--- src/rtl/uart_pkg.sv ---
// uart_pkg: definitions shared by the UART transmitter and receiver.
//   uart_state_t        - frame FSM state encoding (IDLE, START, DATA, STOP)
//   DEFAULT_DATA_BITS   - default data bits per frame
//   DEFAULT_OVERSAMPLE  - default Tick pulses per bit period
package uart_pkg;

  typedef enum logic [1:0] {
    IDLE  = 2'd0,
    START = 2'd1,
    DATA  = 2'd2,
    STOP  = 2'd3
  } uart_state_t;

  localparam int DEFAULT_DATA_BITS  = 8;
  localparam int DEFAULT_OVERSAMPLE = 16;

endpackage

--- src/rtl/uart_rx_sync.sv ---
// uart_rx_sync: two-flop synchroniser for the asynchronous Rx line, plus one
// further delay stage used for falling-edge detection. All flops reset to 1
// (line idle) so that reset never looks like a start edge.
//   Clock   in  system clock
//   ResetN  in  asynchronous, active-low reset
//   Rx      in  raw serial input
//   RxSync  out Rx after two Clock flops
//   RxPrev  out RxSync delayed by one Clock
module uart_rx_sync (
  input  logic Clock,
  input  logic ResetN,
  input  logic Rx,
  output logic RxSync,
  output logic RxPrev
);

  logic meta_q;
  logic sync_q;
  logic prev_q;

  always_ff @(posedge Clock or negedge ResetN) begin
    if (!ResetN) begin
      meta_q <= 1'b1;
      sync_q <= 1'b1;
      prev_q <= 1'b1;
    end else begin
      meta_q <= Rx;
      sync_q <= meta_q;
      prev_q <= sync_q;
    end
  end

  assign RxSync = sync_q;
  assign RxPrev = prev_q;

endmodule

--- src/rtl/uart_receiver.sv ---
// uart_receiver: UART receive path. Deserialises frames of 1 start bit (0),
// DATA_BITS data bits LSB first and 1 stop bit (1), using the 16x-baud Tick
// shared with the transmitter. Each bit is sampled in its middle.
//   Clock       in  system clock
//   ResetN      in  asynchronous, active-low reset
//   Tick        in  one-Clock pulse at OVERSAMPLE x baud
//   Rx          in  asynchronous serial input, idles high
//   DataOut     out last received word, held until the next frame completes
//   RxDone      out one-Clock strobe when DataOut/FrameError update
//   FrameError  out stop sample of the last frame was 0
//   RxBusy      out receiver is not idle
module uart_receiver
  import uart_pkg::*;
#(
  parameter int DATA_BITS      = DEFAULT_DATA_BITS,
  parameter int OVERSAMPLE     = DEFAULT_OVERSAMPLE,
  parameter int STOP_BIT_TICKS = 16
) (
  input  logic                 Clock,
  input  logic                 ResetN,
  input  logic                 Tick,
  input  logic                 Rx,
  output logic [DATA_BITS-1:0] DataOut,
  output logic                 RxDone,
  output logic                 FrameError,
  output logic                 RxBusy
);

  localparam int MAX_TICKS = (OVERSAMPLE > STOP_BIT_TICKS) ? OVERSAMPLE : STOP_BIT_TICKS;
  localparam int TW        = $clog2(MAX_TICKS);
  localparam int BW        = (DATA_BITS > 1) ? $clog2(DATA_BITS) : 1;

  localparam logic [TW-1:0] HALF_LAST = TW'(OVERSAMPLE / 2 - 1);
  localparam logic [TW-1:0] BIT_LAST  = TW'(OVERSAMPLE - 1);
  localparam logic [TW-1:0] STOP_LAST = TW'(STOP_BIT_TICKS - 1);
  localparam logic [BW-1:0] DATA_LAST = BW'(DATA_BITS - 1);

  logic rx_sync;
  logic rx_prev;

  uart_rx_sync u_sync (
    .Clock  (Clock),
    .ResetN (ResetN),
    .Rx     (Rx),
    .RxSync (rx_sync),
    .RxPrev (rx_prev)
  );

  uart_state_t          state_q, state_d;
  logic [TW-1:0]        tick_q, tick_d;
  logic [BW-1:0]        bit_q, bit_d;
  logic [DATA_BITS-1:0] shift_q, shift_d;
  logic [DATA_BITS-1:0] data_q, data_d;
  logic                 ferr_q, ferr_d;
  logic                 done_q, done_d;
  logic                 busy_q;

  always_comb begin
    state_d = state_q;
    tick_d  = tick_q;
    bit_d   = bit_q;
    shift_d = shift_q;
    data_d  = data_q;
    ferr_d  = ferr_q;
    done_d  = 1'b0;
    unique case (state_q)
      IDLE: begin
        // Edge-triggered arm: a line held low (break) cannot restart a frame.
        if (rx_prev && !rx_sync) begin
          state_d = START;
          tick_d  = '0;
        end
      end
      START: begin
        if (Tick) begin
          if (tick_q == HALF_LAST) begin
            if (!rx_sync) begin
              state_d = DATA;
              tick_d  = '0;
              bit_d   = '0;
            end else begin
              state_d = IDLE;
            end
          end else begin
            tick_d = tick_q + 1'b1;
          end
        end
      end
      DATA: begin
        if (Tick) begin
          if (tick_q == BIT_LAST) begin
            shift_d = {rx_sync, shift_q[DATA_BITS-1:1]};
            tick_d  = '0;
            if (bit_q == DATA_LAST) begin
              state_d = STOP;
            end else begin
              bit_d = bit_q + 1'b1;
            end
          end else begin
            tick_d = tick_q + 1'b1;
          end
        end
      end
      STOP: begin
        if (Tick) begin
          if (tick_q == STOP_LAST) begin
            data_d  = shift_q;
            ferr_d  = ~rx_sync;
            done_d  = 1'b1;
            state_d = IDLE;
          end else begin
            tick_d = tick_q + 1'b1;
          end
        end
      end
      default: state_d = IDLE;
    endcase
  end

  always_ff @(posedge Clock or negedge ResetN) begin
    if (!ResetN) begin
      state_q <= IDLE;
      tick_q  <= '0;
      bit_q   <= '0;
      shift_q <= '0;
      data_q  <= '0;
      ferr_q  <= 1'b0;
      done_q  <= 1'b0;
      busy_q  <= 1'b0;
    end else begin
      state_q <= state_d;
      tick_q  <= tick_d;
      bit_q   <= bit_d;
      shift_q <= shift_d;
      data_q  <= data_d;
      ferr_q  <= ferr_d;
      done_q  <= done_d;
      // Registered from the next state so RxBusy tracks state_q exactly.
      busy_q  <= (state_d != IDLE);
    end
  end

  assign DataOut    = data_q;
  assign RxDone     = done_q;
  assign FrameError = ferr_q;
  assign RxBusy     = busy_q;

endmodule

--- config.mk ---
export PLATFORM = sky130hd
export DESIGN_NAME = uart_receiver
export DESIGN_NICKNAME = d
export VERILOG_FILES = /design/src/rtl/uart_pkg.sv /design/src/rtl/uart_rx_sync.sv /design/src/rtl/uart_receiver.sv
export SDC_FILE = /design/constraint.sdc
export NUM_CORES = 1
export LEC_CHECK = 0
export BUFFER_PORTS_ARGS = -buffer_cell sky130_fd_sc_hd__buf_4
export CORE_ASPECT_RATIO = 1.4
export CORE_MARGIN = 2
export CORE_UTILIZATION = 25
export DETAILED_ROUTE_END_ITERATION = 12
export PLACE_DENSITY_LB_ADDON = 0.1
export SLEW_MARGIN = 20
export SYNTH_ARGS = -nofsm -noshare
export SYNTH_HDL_FRONTEND = slang
export SYNTH_SLANG_ARGS = --single-unit
--- constraint.sdc ---
create_clock -name Clock -period 1.81 [get_ports Clock]
set_input_delay 0.2715 -clock Clock [delete_from_list [all_inputs] [get_ports Clock]]
set_output_delay 0.2715 -clock Clock [all_outputs]
set_load 0.02 [all_outputs]
==> metrics.txt, run 1 <==
status=finished clean; Max Used Layer=met4; register clock-pin slew on the reported worst setup and hold paths=0.06 ns; met1 WL=1.10 mm; async set-reset flop share out of synthesis=100%; vias=889; Buf+Inv Stages, Crit Path=1; Final min period=1.62 ns; core area=5240 sq um; Worst Path Required=1.98 ns; Avg Inst Size Synth=13.0 sq um; Mapped Nets=112; worst skew pair latency=0.28 ns; Placement Rows=31; Power Density=1160 nW/um^2; most common cell after layout, fill and taps aside=dfrtp_1; Slew @ Worst Pin=0.405 ns; Max Clock Skew=0.00169 ns; FF/Latch Area=779 sq um; I/O Buffers=14; HP Class=primary input to register; Power Total=1.96 mW; Leak Pwr=0.796 nW; setup violators final=0; via density per instance=4.56; Final #Nets=135; Post-DRT Antenna Nets=0; Die Width=66.6 um; Max FO, Critical Path=3; Die Ht=91.6 um; Largest delay share family, worst path=flip-flops; Post-Syn Instances=105; Iter 0 DRT Violations=26; register area share after synthesis=56.9%; CP endpoint kind=register; unrepaired setup endpoints after global routing=false; Total GRT Usage=9.83%; Top Ports=15; Seq cells post-synth=31; antenna violations before repair=0; Primary FF master, synth=dfrtp_1; wire per inst=13.2 um; layout cells sized above 1=42.6%; DRT Pass-1 Iters=4; CP max stage cell=dfrtp_1; kind of critical path=register to register; Worst VDD drop=0.490 mV; Yosys cell types=34; crit path DAT=1.78 ns; Max stage delay on crit path=0.38 ns; grt ovf=0; multi-input logic area=548 sq um; die area=6100 sq um; Max Freq=0.619 GHz; clock sinks=31; final hold slack=0.0945 ns; most frequent cells in the layout=dfrtp_1, mux2_2, buf_4; DRC=0; first-pass GRT wire length=4.36 mm; Initial Utilization=26.2%; CTS tree=yes; Layout area overhead=23.7%; HPWL after DPL=1.81 mm; synth warn=0; RD Place Congestion=0.719; period utilization=89.3%; crit-path cells=ha_1 > nand3_1 > a32oi_1 > inv_1 > mux2_2; Post-Synthesis Cell Area=1370 sq um; slew margin rel.=73.0%; setup TNS=0 ns; Num CTS Buffers=5; Diodes inserted=0; pin count of the biggest net entering global routing=32; final WL=2.57 mm; Fillers=533; H-tree depth=2; clk buf depth=2; root buf cell=clkbuf_8; fin. max-slew vios=0; fin util=32.4%; Post-synth EDFFs=0; CP startpoint kind=register; Met3 Wirelength=110 um; Max-Cap Viols=0; wire length on met2=1.29 mm; final hold violation count=0; number of global-route vias before repair=902
## repair_timing
item,in CTS,in global routing
hold buffers,1,0
gates resized for setup,0,0
endpoints found under the hold margin,28,0
setup buffers,0,0
## cell type report
cell class	instances	area share (%)
Clock buffer	7	5.69
Clock inverter	1	0.443
Inverter	4	0.886
Multi-Input combinational cell	66	32.3
Sequential cell	31	46.0
Tap cell	66	4.87
Timing Repair Buffer	20	9.75
## worst paths after layout
path	from	end	slack, ns	cells after the start
min	Rx	u_sync.meta_q$_DFF_PN1_	0.09	1
max	tick_q[0]$_DFFE_PN0P_	tick_q[0]$_DFFE_PN0P_	0.19	5
max reg2reg	tick_q[0]$_DFFE_PN0P_	tick_q[0]$_DFFE_PN0P_	0.19	5
min in group asynchronous	ResetN	FrameError$_DFFE_PN0P_	0.45	2
max in group asynchronous	ResetN	u_sync.RxPrev$_DFF_PN1_	1.02	2
min reg2reg	u_sync.meta_q$_DFF_PN1_	u_sync.RxSync$_DFF_PN1_	0.36	0
## state kept, by name (all words and copies together), names as in the netlist
register	cells
u_sync.meta_q	1
tick_q	4
DataOut	8
u_sync.RxSync	1
u_sync.RxPrev	1
state_q	2
bit_q	3
RxDone	1
shift_q	8
FrameError	1
RxBusy	1
## routing by layer
metal / global-route usage, % / vias up
li1: - / 426
met2: 15.5 / 18
met5: 0 / -
met3: 3.35 / 7
met4: 5.10 / 0
met1: 11.6 / 438
## logic make-up after synthesis
group           Yosys count  synth area share, %
flops                    31                 56.9
simple gates             28                 12.5
mux                      19                 15.9
compound gates           16                 8.86
buf+inv                   8                 3.10
fa+ha+maj                 3                 2.74
## stage by stage
step                instance area (sq um)  worst slack, ns  std cells
detailed placement                   1580            0.188        186
CTS                                  1690            0.177        195
floorplan                            1370            0.263        105
global placement                     1580            0.196        186
finish                               1690            0.194        195
global route                         1690           0.0598        195
## Yosys cell counts, types with 2 or more instances
| library cell | count | area share, % |
|---|---|---|
| a22o_1 | 3 | 1.9 |
| buf_4 | 3 | 1.6 |
| dfrtp_1 | 28 | 51 |
| dfstp_2 | 3 | 5.8 |
| ha_1 | 3 | 2.7 |
| inv_1 | 4 | 1.1 |
| mux2_2 | 18 | 15 |
| nand2_1 | 4 | 1.1 |
| nand2b_1 | 2 | 0.91 |
| nand3_1 | 6 | 2.2 |
| nand4_1 | 2 | 0.91 |
| nor2_1 | 4 | 1.1 |
| o21ai_0 | 4 | 1.5 |
## report_power, final
| group | total (mW) | internal (mW) | leakage, nW | switching (mW) |
|---|---|---|---|---|
| Combinational | 0.490 | 0.231 | 0.343 | 0.259 |
| Sequential | 0.865 | 0.775 | 0.402 | 0.0905 |
| Clock | 0.605 | 0.346 | 0.0505 | 0.259 |
| Total | 1.96 | 1.35 | 0.796 | 0.609 |
(Power assumes the default switching activity.)
==> inputs of run 2 (changes only) <==
- clock period: 1.81 -> 1.7 ns (I/O delays scaled with it)
==> run 2 against run 1 <==
Effect of this change: combinational power is 4.1% higher; non-clock buffer count is 1 higher; sequential power is 9.8% higher; flip-flop and latch count stayed put; core utilization is 0.81 points higher; final cell count is 0.51% higher; worst setup slack worse by 0.054 ns; cell area is 2.5% higher; global-route usage is 0.13 points lower; clock skew is 0.0016 ns higher; clock power is 22% higher; critical path type unchanged; largest power group unchanged.
==> metrics.txt, run 2 (synthesized netlist as in run 1, its figures left out) <==
status=finished clean; crit-path cells=ha_1 > ha_1 > o22ai_2 > nand3_1 > mux2_4; grt ovf=0 (unchanged); placed insts=186 (unchanged); Max stage delay on crit path=0.40 ns (+0.02 ns); die area=6100 sq um (unchanged); Reg2Reg Depth=5 (unchanged); most frequent cells in the layout=dfrtp_1, buf_4, mux2_2; vias=881 (-0.90%); Worst Path Required=1.86 ns (-0.12 ns); Power Density=1260 nW/um^2 (+9.3%); Die Width=66.6 um (unchanged); crit path DAT=1.72 ns (-0.06 ns); H-tree depth=2 (unchanged); worst setup margin=0.140 ns (-0.0544 ns); Diodes inserted=0 (unchanged); kind of critical path=register to register; Total GRT Usage=9.71% (-0.13 points); Hold Path Depth=1 (unchanged); Max Clock Skew=0.00334 ns (+0.00165 ns); pre-CTS setup slack=0.0229 ns (-0.165 ns); register clock-pin slew on the reported worst setup and hold paths=0.06 ns (about the same); Max-Cap Viols=0 (unchanged); Post-DRT Antenna Nets=0 (unchanged); slew margin rel.=71.6% (-1.4 points); root buf cell=clkbuf_8; HPWL after DPL=1.76 mm (-2.6%); Leak Pwr=0.812 nW (+2.0%); CTS tree=yes; setup TNS=0 ns (unchanged); layout cells sized above 1=46.9% (+4.3 points); CP max stage cell=dfrtp_1; Top Ports=15 (unchanged); Num CTS Buffers=5 (unchanged); Placement Rows=31 (unchanged); via density per instance=4.49 (-1.4%); core area=5240 sq um (unchanged); Power Total=2.20 mW (+12%); DRT Pass-1 Iters=4 (unchanged); Non-Filler Cell Area, Final=1740 sq um (+2.5%); period utilization=91.8% (+2.5 points); CP endpoint kind=register; antenna violations before repair=0 (unchanged); number of global-route vias before repair=907 (+0.55%); wire per inst=12.9 um (-2.1%); clock sinks=31 (unchanged); CP startpoint kind=register; Die Ht=91.6 um (unchanged); final WL=2.53 mm (-1.6%); post-route non-filler standard cell count=196 (+0.51%); fin. max-slew vios=0 (unchanged); Layout area overhead=26.8%; first-pass GRT wire length=4.41 mm (+1.1%); HP Class=primary input to register; Final #Nets=136 (+0.74%); clk buf depth=2 (unchanged); Worst VDD drop=0.475 mV (-3.0%); most frequent CP cell=ha_1; most common cell after layout, fill and taps aside=dfrtp_1; worst skew pair latency=0.27 ns (about the same); Max Freq=0.641 GHz (+3.6%); I/O Buffers=14 (unchanged); Max FO, Critical Path=3 (unchanged); Initial Utilization=26.2% (unchanged); Fillers=550 (+3.2%); RD Place Congestion=0.683 (-5.0%); Final min period=1.56 ns (-0.0556 ns); DRC=0 (unchanged); Placed Area=1570 sq um (-0.79%); Iter 0 DRT Violations=32 (+23%); Slew @ Worst Pin=0.426 ns (+0.0204 ns); pin count of the biggest net entering global routing=32 (unchanged); unrepaired setup endpoints after global routing=false; final hold violation count=0 (unchanged); setup violators final=0 (unchanged)
## run 2: worst max-delay path: cells and delay by family (launching register included)
kind,cells,cell delay (ns)
adder cells (fa/ha/maj),2,0.43
flip-flops,1,0.40
AO/OA/AOI/OAI,1,0.19
multiplexers,1,0.28
AND/OR/NAND/NOR,1,0.15
## run 2: metal layers
metal | vias up | track usage [%] | share of wire, %
li1 | 425 | - | -
met1 | 435 | 12.2 | 45
met2 | 16 | 14.0 | 49
met3 | 5 | 3.59 | 4.5
met4 | 0 | 5.61 | 2.3
met5 | - | 0 | 0
## run 2: repair_timing
item                                    4_1_cts  5_1_grt
endpoints found under the setup margin        0       17
resized for setup                             0        5
setup buffers                                 0        1
hold buffers                                  1        0
hold endpoints to repair                     28        0
## run 2: final timing paths
| check | start | endpoint | slack (ns) |
|---|---|---|---|
| min in group asynchronous | ResetN | tick_q[2]$_DFFE_PN0P_ | 0.45 |
| worst max register to register | bit_q[0]$_DFFE_PN0P_ | bit_q[0]$_DFFE_PN0P_ | 0.14 |
| max in group asynchronous | ResetN | u_sync.RxPrev$_DFF_PN1_ | 0.92 |
| worst min register to register | u_sync.meta_q$_DFF_PN1_ | u_sync.RxSync$_DFF_PN1_ | 0.36 |
| worst max-delay path | bit_q[0]$_DFFE_PN0P_ | bit_q[0]$_DFFE_PN0P_ | 0.14 |
| worst min-delay path | Rx | u_sync.meta_q$_DFF_PN1_ | 0.09 |
## run 2: metrics by stage
step | hold slack, ns | utilization, %
finish | 0.0856 | 33.2
CTS | 0.0698 | 32.4
floorplan | -0.0406 | -
global route | 0.0665 | 33.2
global placement | 0.215 | 29.9
detailed placement | 0.219 | 29.9
## run 2: area by class of cell
type	count	area, sq um	share of cell area [%]
Multi-Input combinational cell	66	568	32.7
Clock buffer	6	82.6	4.76
Clock inverter	2	35.0	2.02
Tap cell	66	82.6	4.76
Inverter	4	15.0	0.865
Sequential cell	31	781	45.0
Timing Repair Buffer	21	173	9.94
## run 2: power by group
group          switching [mW]  leakage (nW)  total [mW]  internal, mW
registers               0.123         0.401       0.950         0.827
clock network           0.262        0.0612       0.736         0.474
logic                   0.259         0.350       0.510         0.250
total                   0.644         0.812        2.20          1.55
